===== src/rtl/ctrl_pkg.sv =====
// ctrl_pkg: shared types for the pipelined RV32I control path.
//   ctrl_bundle_t : full control bundle produced by decode and held in E
//   mem_bundle_t  : the subset of the bundle that still matters from M onward
//   CTRL_BUBBLE / MEM_BUBBLE : all-zero bundles (no writes, no redirects)
// Optional feature macro: RV_MEXT_EN (M-extension ALU codes 16..23, ALUControl 5 bits wide).
package ctrl_pkg;

`ifdef RV_MEXT_EN
  localparam int ALUC_PW = 5;
`else
  localparam int ALUC_PW = 4;
`endif

  typedef enum logic [6:0] {
    OP_LOAD   = 7'b0000011,
    OP_IMM    = 7'b0010011,
    OP_AUIPC  = 7'b0010111,
    OP_STORE  = 7'b0100011,
    OP_REG    = 7'b0110011,
    OP_LUI    = 7'b0110111,
    OP_BRANCH = 7'b1100011,
    OP_JALR   = 7'b1100111,
    OP_JAL    = 7'b1101111
  } opcode_e;

  // Stored 5 bits wide internally; the top truncates to ALUC_W.
  typedef enum logic [4:0] {
    ALU_ADD  = 5'd0,  ALU_SUB  = 5'd1,  ALU_SLL  = 5'd2,  ALU_SLT  = 5'd3,
    ALU_SLTU = 5'd4,  ALU_XOR  = 5'd5,  ALU_SRL  = 5'd6,  ALU_SRA  = 5'd7,
    ALU_OR   = 5'd8,  ALU_AND  = 5'd9,  ALU_LUI  = 5'd10,
    ALU_MUL  = 5'd16, ALU_MULH = 5'd17, ALU_MULHSU = 5'd18, ALU_MULHU = 5'd19,
    ALU_DIV  = 5'd20, ALU_DIVU = 5'd21, ALU_REM  = 5'd22, ALU_REMU  = 5'd23
  } alu_op_e;

  typedef enum logic [1:0] {RES_ALU = 2'd0, RES_MEM = 2'd1, RES_PC4 = 2'd2} result_src_e;
  typedef enum logic [1:0] {PC_PLUS4 = 2'd0, PC_IMM = 2'd1, PC_ALU = 2'd2} pcsrc_e;
  typedef enum logic [1:0] {JMP_NONE = 2'd0, JMP_JAL = 2'd1, JMP_JALR = 2'd2} jump_e;

  localparam logic [2:0] IMM_I = 3'd0, IMM_S = 3'd1, IMM_B = 3'd2, IMM_J = 3'd3, IMM_U = 3'd4;

  typedef struct packed {
    logic        reg_write;
    result_src_e result_src;
    logic        mem_write;
    logic        branch;
    jump_e       jump;
    alu_op_e     alu_op;
    logic        alu_src_a;   // 1: PC
    logic        alu_src_b;   // 1: immediate
    logic [2:0]  funct3;      // branch condition / load-store width
    logic        illegal;
  } ctrl_bundle_t;

  typedef struct packed {
    logic        reg_write;
    result_src_e result_src;
    logic        mem_write;
    logic [2:0]  funct3;
    logic        illegal;
  } mem_bundle_t;

  localparam ctrl_bundle_t CTRL_BUBBLE = '0;
  localparam mem_bundle_t  MEM_BUBBLE  = '0;

  // Base-ISA ALU op from funct3; alt selects SUB/SRA.
  function automatic alu_op_e alu_from_f3(input logic [2:0] f3, input logic alt);
    case (f3)
      3'b000:  alu_from_f3 = alt ? ALU_SUB : ALU_ADD;
      3'b001:  alu_from_f3 = ALU_SLL;
      3'b010:  alu_from_f3 = ALU_SLT;
      3'b011:  alu_from_f3 = ALU_SLTU;
      3'b100:  alu_from_f3 = ALU_XOR;
      3'b101:  alu_from_f3 = alt ? ALU_SRA : ALU_SRL;
      3'b110:  alu_from_f3 = ALU_OR;
      default: alu_from_f3 = ALU_AND;
    endcase
  endfunction

endpackage


===== src/rtl/main_decoder.sv =====
// main_decoder: combinational RV32I decode of one instruction word.
//   i_instr   : instruction in D
//   o_ctrl    : control bundle (bubble with illegal=1 for unsupported encodings)
//   o_imm_src : immediate format (I=0 S=1 B=2 J=3 U=4)
//   o_illegal : encoding not supported
// Optional feature macro: RV_MEXT_EN (funct7=0000001 on OP decodes MUL..REMU).
module main_decoder
  import ctrl_pkg::*;
(
  input  logic [31:0]  i_instr,
  output ctrl_bundle_t o_ctrl,
  output logic [2:0]   o_imm_src,
  output logic         o_illegal
);

  logic [6:0] w_op;
  logic [2:0] w_f3;
  logic [6:0] w_f7;
  logic       w_unused;

  assign w_op     = i_instr[6:0];
  assign w_f3     = i_instr[14:12];
  assign w_f7     = i_instr[31:25];
  assign w_unused = ^{i_instr[24:15], i_instr[11:7]};  // register fields belong to the datapath

  always_comb begin
    ctrl_bundle_t c;
    logic         ill;
    logic [2:0]   imm;
    c   = CTRL_BUBBLE;
    ill = 1'b0;
    imm = IMM_I;
    case (w_op)
      OP_REG: begin
        c.reg_write = 1'b1;
        if (w_f7 == 7'b0000000)
          c.alu_op = alu_from_f3(w_f3, 1'b0);
        else if (w_f7 == 7'b0100000 && (w_f3 == 3'b000 || w_f3 == 3'b101))
          c.alu_op = alu_from_f3(w_f3, 1'b1);
`ifdef RV_MEXT_EN
        else if (w_f7 == 7'b0000001)
          c.alu_op = alu_op_e'({2'b10, w_f3});
`endif
        else
          ill = 1'b1;
      end
      OP_IMM: begin
        c.reg_write = 1'b1;
        c.alu_src_b = 1'b1;
        if (w_f3 == 3'b001)
          ill = (w_f7 != 7'b0000000);
        if (w_f3 == 3'b101)
          ill = (w_f7 != 7'b0000000) && (w_f7 != 7'b0100000);
        // Shifts use funct7[5] as the arithmetic flag; other I-ops never do.
        c.alu_op = alu_from_f3(w_f3, (w_f3 == 3'b101) && w_f7[5]);
      end
      OP_LOAD: begin
        ill          = (w_f3 == 3'b011) || (w_f3[2:1] == 2'b11);
        c.reg_write  = 1'b1;
        c.result_src = RES_MEM;
        c.alu_src_b  = 1'b1;
      end
      OP_STORE: begin
        ill         = (w_f3 > 3'b010);
        c.mem_write = 1'b1;
        c.alu_src_b = 1'b1;
        imm         = IMM_S;
      end
      OP_BRANCH: begin
        ill      = (w_f3[2:1] == 2'b01);
        c.branch = 1'b1;
        c.alu_op = ALU_SUB;
        imm      = IMM_B;
      end
      OP_JAL: begin
        c.reg_write  = 1'b1;
        c.jump       = JMP_JAL;
        c.result_src = RES_PC4;
        imm          = IMM_J;
      end
      OP_JALR: begin
        ill          = (w_f3 != 3'b000);
        c.reg_write  = 1'b1;
        c.jump       = JMP_JALR;
        c.result_src = RES_PC4;
        c.alu_src_b  = 1'b1;
      end
      OP_LUI: begin
        c.reg_write = 1'b1;
        c.alu_op    = ALU_LUI;
        c.alu_src_b = 1'b1;
        imm         = IMM_U;
      end
      OP_AUIPC: begin
        c.reg_write = 1'b1;
        c.alu_src_a = 1'b1;
        c.alu_src_b = 1'b1;
        imm         = IMM_U;
      end
      default: ill = 1'b1;
    endcase

    if (ill) begin
      c         = CTRL_BUBBLE;
      c.illegal = 1'b1;
      imm       = IMM_I;
    end else begin
      c.funct3  = w_f3;
    end

    o_ctrl    = c;
    o_imm_src = imm;
    o_illegal = ill;
  end

endmodule


===== src/rtl/control_pipe.sv =====
// control_pipe: pipelined RV32I control path (D decode, E/M/W control registers).
//   clk, rst_n           : clock, async active-low reset
//   InstrD               : instruction in D
//   StallE, FlushE       : hazard-unit hold / bubble for the E register
//   ZeroE, LtE, LtuE     : ALU compare flags for the E instruction
//   ImmSrcD, IllegalD    : combinational decode outputs
//   *E                   : E-stage control, PCSrcE redirect to fetch
//   *M                   : last M slot (MEM_LAT slots deep)
//   *W, IllegalW         : writeback control, sticky illegal flag
// Optional feature macro: RV_MEXT_EN (requires ALUC_W = 5).
module control_pipe
  import ctrl_pkg::*;
#(
  parameter int MEM_LAT = 1,
  parameter int ALUC_W  = ALUC_PW
) (
  input  logic              clk,
  input  logic              rst_n,
  input  logic [31:0]       InstrD,
  input  logic              StallE,
  input  logic              FlushE,
  input  logic              ZeroE,
  input  logic              LtE,
  input  logic              LtuE,
  output logic [2:0]        ImmSrcD,
  output logic              IllegalD,
  output logic [ALUC_W-1:0] ALUControlE,
  output logic              ALUSrcAE,
  output logic              ALUSrcBE,
  output logic [1:0]        ResultSrcE,
  output logic              RegWriteE,
  output logic [1:0]        PCSrcE,
  output logic              RegWriteM,
  output logic              MemWriteM,
  output logic [2:0]        AddressingControlM,
  output logic [1:0]        ResultSrcM,
  output logic              RegWriteW,
  output logic [1:0]        ResultSrcW,
  output logic              IllegalW
);

  ctrl_bundle_t w_ctrl_d;
  ctrl_bundle_t r_e;
  mem_bundle_t  w_m_in;
  mem_bundle_t  r_m [MEM_LAT];
  logic         r_w_reg_write;
  result_src_e  r_w_result_src;
  logic         r_illw;
  logic         w_taken;
  pcsrc_e       w_pcsrc;

  main_decoder u_dec (
    .i_instr   (InstrD),
    .o_ctrl    (w_ctrl_d),
    .o_imm_src (ImmSrcD),
    .o_illegal (IllegalD)
  );

  // D->E: flush beats stall.
  always_ff @(posedge clk or negedge rst_n) begin
    if (!rst_n)      r_e <= CTRL_BUBBLE;
    else if (FlushE) r_e <= CTRL_BUBBLE;
    else if (!StallE) r_e <= w_ctrl_d;
  end

  // A held or flushed E instruction must not leak into M more than once.
  always_comb begin
    w_m_in = '{reg_write:  r_e.reg_write,
               result_src: r_e.result_src,
               mem_write:  r_e.mem_write,
               funct3:     r_e.funct3,
               illegal:    r_e.illegal};
    if (StallE || FlushE) w_m_in = MEM_BUBBLE;
  end

  always_ff @(posedge clk or negedge rst_n) begin
    if (!rst_n) begin
      for (int i = 0; i < MEM_LAT; i++) r_m[i] <= MEM_BUBBLE;
    end else begin
      r_m[0] <= w_m_in;
      for (int i = 1; i < MEM_LAT; i++) r_m[i] <= r_m[i-1];
    end
  end

  always_ff @(posedge clk or negedge rst_n) begin
    if (!rst_n) begin
      r_w_reg_write  <= 1'b0;
      r_w_result_src <= RES_ALU;
      r_illw         <= 1'b0;
    end else begin
      r_w_reg_write  <= r_m[MEM_LAT-1].reg_write;
      r_w_result_src <= r_m[MEM_LAT-1].result_src;
      r_illw         <= r_illw | r_m[MEM_LAT-1].illegal;
    end
  end

  // Branch resolution. A bubble has branch=0/jump=NONE, so it never redirects.
  always_comb begin
    case (r_e.funct3)
      3'b000:  w_taken = ZeroE;
      3'b001:  w_taken = !ZeroE;
      3'b100:  w_taken = LtE;
      3'b101:  w_taken = !LtE;
      3'b110:  w_taken = LtuE;
      3'b111:  w_taken = !LtuE;
      default: w_taken = 1'b0;
    endcase
    w_pcsrc = PC_PLUS4;
    if (!StallE) begin
      if (r_e.jump == JMP_JALR)
        w_pcsrc = PC_ALU;
      else if (r_e.jump == JMP_JAL || (r_e.branch && w_taken))
        w_pcsrc = PC_IMM;
    end
  end

  assign ALUControlE        = ALUC_W'(r_e.alu_op);
  assign ALUSrcAE           = r_e.alu_src_a;
  assign ALUSrcBE           = r_e.alu_src_b;
  assign ResultSrcE         = r_e.result_src;
  assign RegWriteE          = r_e.reg_write;
  assign PCSrcE             = w_pcsrc;
  assign RegWriteM          = r_m[MEM_LAT-1].reg_write;
  assign MemWriteM          = r_m[MEM_LAT-1].mem_write;
  assign AddressingControlM = r_m[MEM_LAT-1].funct3;
  assign ResultSrcM         = r_m[MEM_LAT-1].result_src;
  assign RegWriteW          = r_w_reg_write;
  assign ResultSrcW         = r_w_result_src;
  assign IllegalW           = r_illw;

endmodule

===== config.mk =====
export PLATFORM = sky130hd
export DESIGN_NAME = control_pipe
export DESIGN_NICKNAME = d
export VERILOG_FILES = /design/src/rtl/ctrl_pkg.sv /design/src/rtl/main_decoder.sv /design/src/rtl/control_pipe.sv
export SDC_FILE = /design/constraint.sdc
export NUM_CORES = 1
export LEC_CHECK = 0
export CAP_MARGIN = 25
export CORE_ASPECT_RATIO = 1.25
export CORE_MARGIN = 1
export CORE_UTILIZATION = 44
export DETAILED_ROUTE_END_ITERATION = 8
export GPL_TIMING_DRIVEN = 0
export PLACE_DENSITY = 0.9
export SETUP_SLACK_MARGIN = 0.05
export SYNTH_ARGS = -nofsm -noshare
export SYNTH_HDL_FRONTEND = slang
export SYNTH_SLANG_ARGS = --single-unit

===== constraint.sdc =====
create_clock -name clk -period 2.5 [get_ports clk]
set_clock_uncertainty 0.1 [all_clocks]
set_input_delay 0.375 -clock clk [delete_from_list [all_inputs] [get_ports clk]]
set_output_delay 0.375 -clock clk [all_outputs]
set_load 0.02 [all_outputs]

# == After elaboration in Yosys (flattened, before gate mapping) ==
# Index checks and enable logic that the tools add are counted.
# totals
reg_bits,29
word_cells,100
inputBits,39
out_inout_bits,26
# classes
n_lt_le_gt_ge,1
n_bitwise,1
n_mux,32
n_reduce_logical,21
eq_ne,27
# ops
op,count
4-bit one-hot mux with 7 select lines,2
18-bit 2-to-1 mux,2
5-bit one-hot mux with 7 select lines,1
7-bit by 6-bit == test with 1-bit output (second input constant),4
3-bit == test (second input constant),7
7-bit == test (second input constant),3
5-bit one-hot mux with 4 select lines,1
7-bit by 5-bit == test with 1-bit output (second input constant),2
14-bit 2-to-1 mux,1
1-bit 2-to-1 mux,13
3-bit one-hot mux with 4 select lines,1
8-bit 2-to-1 mux,1
2-bit one-hot mux with 2 select lines,2
7-bit by 2-bit == test with 1-bit output (second input constant),1
7-bit zero test,1
7-bit by 6-bit inequality test with 1-bit output (second input constant),1
1-bit one-hot mux with 7 select lines,1
7-bit nonzero test,1
7-bit OR reduction,1
3-bit by 1-bit == test with 1-bit output (second input constant),2
3-bit by 2-bit == test with 1-bit output (second input constant),2
3-bit zero test,2
3-bit 2-to-1 mux,2
1-bit one-hot mux with 6 select lines,1
15 further kinds,27

# == Longest topological paths before layout ==
# logic_depth
word_depth,9
mapped_depth,6
ltp_nobuf,5

# == Hierarchy ==
# Synthesis repeated with hierarchy kept, for this count alone.
# unflattened
hier_cells,189
hier_area_um2,1853.0
# by_module_without_submodules
mod,seq_area_each_um2,n_inst,cells_per_inst,area_each_um2
control_pipe,725.7,1,102,1233.7
main_decoder,0.0,1,87,619.3

# == Least setup slack after synthesis ==
# No wires, ideal clock.
# synth_timing
path_kind,input -> output
from,input InstrD[26]
to,output ImmSrcD[1]
slack_ns,-0.045
required_ns,2.025
path_buffers,0
arrival_ns,2.070
cell_stages,5
cell_sequence,or4_4 o32ai_1 a31o_2 nand4b_4 nor4_2
# synth_via
elab_chain_len,6
word_cells_on_any_way,12
classes_between,eq/ne: 2; mux: 6; reduce/logical: 4
# synth_rtl
item,line_no,rtl
start: declaration,control_pipe.sv:19,"input logic [31:0] InstrD,"
7-bit by 6-bit == test with 1-bit output,main_decoder.sv:38,else if (w_f7 == 7'b0100000 && (w_f3 == 3'b000 || w_f3 == 3'b101))
1-bit logical AND,main_decoder.sv:38,
1-bit 2-to-1 mux,main_decoder.sv:38,
1-bit 2-to-1 mux,main_decoder.sv:36,if (w_f7 == 7'b0000000)
1-bit one-hot mux with 7 select lines *,main_decoder.sv:33,case (w_op)
named net IllegalD,control_pipe.sv:26,"output logic IllegalD,"
3-bit 2-to-1 mux *,main_decoder.sv:103,if (ill) begin
end: declaration,control_pipe.sv:25,"output logic [2:0] ImmSrcD,"
# Mark *: on every way through the listed nets, which the timed path passes. The rest lies on a longest branch.

# == Worst setup path in the final report ==
# layout_timing
from,input InstrD[27]
to,output ImmSrcD[1]
# layout_via
elab_chain_len,6
word_cells_on_any_way,12
classes_between,eq/ne: 2; mux: 6; reduce/logical: 4
# layout_rtl
item,line_no
7-bit by 6-bit == test with 1-bit output,main_decoder.sv:38
1-bit logical AND,main_decoder.sv:38
1-bit 2-to-1 mux,main_decoder.sv:38
1-bit 2-to-1 mux,main_decoder.sv:36
1-bit one-hot mux with 7 select lines *,main_decoder.sv:33
3-bit 2-to-1 mux *,main_decoder.sv:103
# Every way passes the cells marked *; elsewhere a longest branch is shown, timed or not.

==> run metrics <==
CP Class=input pin to primary output; WHS=270 ps; Final setup viols=0; Tmin final=~2500 ps; first-pass GRT wire length=6850 um; Worst Reg-to-Reg Cells=2; largest area contributor in the netlist=dfrtp_1; Starting Density=~47%; IO Port Bufs=between 40 and 50; Chip Width=57.7 um; Cell variety after synth=52; type of origin of the critical path=input pin; nets=290; average cell area after synthesis=9.02 sq um; worst r2r dst=ALUControlE[1]; routed vias=1646; antenna viol nets, final=0; Synth Register Bits=29; Worst R2R Start=ALUControlE[1]; setup tns final=0 ps; Rows=24; ys flop type=dfrtp_1; clock buffer depth=2; io pins=65; CTS tree=built; Worst Setup End Kind=primary output; Hold Vio Cnt, Final=0; largest net degree at the start of global routing=17; Worst EP required=2030 ps; Hold Path Class=flop to flop; initial antenna violation count=0; die area=4130 sq um; area of the core=3600 sq um; root buffer cell=clkbuf_8; slew margin rel.=between 50 and 60%; share of the synthesized area in the top cell type=42.6%; status=finished, violations left; fillers=284; Max VDD drop=0.275 mV; Post-synth EDFFs=0; worst-skew pair later-pin latency=approximately 270 ps; Cell Pwr Density=between 400 and 500 nW/um^2; Num CTS Buffers=5; failing checks=design-rule violations; TritonRoute pass-1 iters=6; Tot GR Track Use=between 20% and 30%; initial DRC count=49; total grt overflow=0; part of the cycle the worst path needs=roughly 100%; Net Count, Synth=228; maximum level of the CTS H-tree=2; Max Fclk=402 MHz; ys async rst share=between 90% and 100%; Seq/Total Area, Yosys=a little over two fifths; Routed WL per cell=14.3 um; CTS Hold Bufs=0; Worst Tran Pin Value=~730 ps; chip height=71.6 um; R2R Setup Slk=~1400 ps; crit path to=ImmSrcD[1]; crit-path max FO=4; Final Core Density=68.3%; layout cells sized above 1=23.1%; # clock sinks=29; vias in the first global route=between 1500 and 2000; HPWL after DPL=between 2000 and 3000 um; P&R area growth vs syn=44.4%; synthesized instance count=189; n_diodes=0; GP Congestion=0.867; leakage power=1.06 nW; Arr. time, crit path=2010 ps; Final Max Tran Viols=0; Residual DRC=5; routed vias/inst=5.68; mapped cell area=approximately 1700 sq um; max_cap viols=0; Detailed Route WL=4130 um; Syn. warnings=0; unrepaired setup endpoints after global routing=yes; critical path launch point=InstrD[27]; top post-synthesis cells by area=dfrtp_1, buf_4, nand2_1; Worst-path clk slew=60 ps
layout by cell type (no fill, tap or decap), drive strengths merged, types with 3 or more instances in the layout:
cell | netlist | layout
clkbuf | 9 | 17
nand3 | 3 | 3
inv | 9 | 9
a21oi | 7 | 7
nor3 | 8 | 8
buf | 13 | 29
clkdlybuf4s50 | 0 | 32
nor2 | 16 | 16
nor2b | 5 | 5
dfrtp | 29 | 29
nand2 | 18 | 18
or4 | 4 | 4
xor2 | 4 | 4
nor4 | 3 | 3
and2 | 7 | 7
o21ai | 19 | 19
dlygate4sd2 | 0 | 4
layer usage:
layer	vias up	part of all wire, %	global-route usage [%]
met4	0	2.2	10.8
li1	787	-	-
met1	767	37	23.6
met5	-	0	0
met2	82	55	39.1
met3	10	6.5	4.51
worst min path at each step:
stage	depth (start not counted)	start	slack, ps	to
CTS	0	RegWriteM	270	RegWriteW
global placement	0	RegWriteM	260	RegWriteW
detailed placement	0	RegWriteM	260	RegWriteW
finish	0	RegWriteM	270	RegWriteW
global route	0	RegWriteM	290	RegWriteW
floorplan	0	rst_n	-20	ALUControlE[0]
stage by stage:
stage | power [W] | instance area [sq um] | worst slack [ps] | cells
2_1_floorplan | 0.000563 | 1710 | 61.6 | 189
3_3_place_gp | 0.000628 | 2210 | -878 | 273
3_5_place_dp | 0.000635 | 2240 | -891 | 274
4_1_cts | 0.00103 | 2420 | -91.4 | 285
5_1_grt | 0.00106 | 2460 | -48.3 | 290
6_report | 0.00102 | 2460 | 10.3 | 290
power breakdown:
part | leakage [nW] | internal [W] | switching [W]
registers | 0.398 | 0.000474 | 0.00000172
clock network | 0.0443 | 0.000217 | 0.000157
logic | 0.614 | 0.0000747 | 0.0000982
state kept, by name (all words and copies together), names as in the netlist, 2 cells and up:
| signal | count |
|---|---|
| ALUControlE | 4 |
| AddressingControlM | 3 |
| ResultSrcE | 2 |
| ResultSrcM | 2 |
| ResultSrcW | 2 |
| r_e | 8 |
synthesized netlist by cell type (5+ instances only):
master,n
nor2_1,16
nand2_1,18
o21ai_0,8
a21oi_1,6
and2_1,7
nor3_1,7
nor2b_1,5
clkbuf_1,9
dfrtp_1,29
inv_1,9
buf_4,11
o21ai_1,11
layout make-up:
cell class                 instances  area (sq um)  area share (%)
clock buffer                       7          86.3            3.51
multi-input combinational        129           906            36.8
tap                               39          48.8            1.98
inverter                           9          33.8            1.37
timing repair buffer              55           523            21.2
sequential                        29           726            29.5
buffer                            22           139            5.64
critical path, cell delays in order:
cell and delay, ps:
buf_6 90, or4_4 540, o32ai_2 210, a31o_2 240
nand4b_4 170, nor4_4 220, buf_4 170
cell families after synthesis:
| group | after synthesis | synth area share [%] |
|---|---|---|
| buf+inv | 31 | 9.39 |
| mux | 1 | 0.587 |
| flops | 29 | 42.6 |
| simple gates | 76 | 26.3 |
| compound gates | 47 | 18.6 |
| xor+xnor | 5 | 2.57 |
timing repair:
action | in CTS | in global routing
hold endpoints to repair | 0 | 0
pin swaps | 5 | 8
resized for setup | 53 | 6
setup buffers | 4 | 5
endpoints found under the setup margin | 5 | 4
Power figures use the tool's default switching activity.
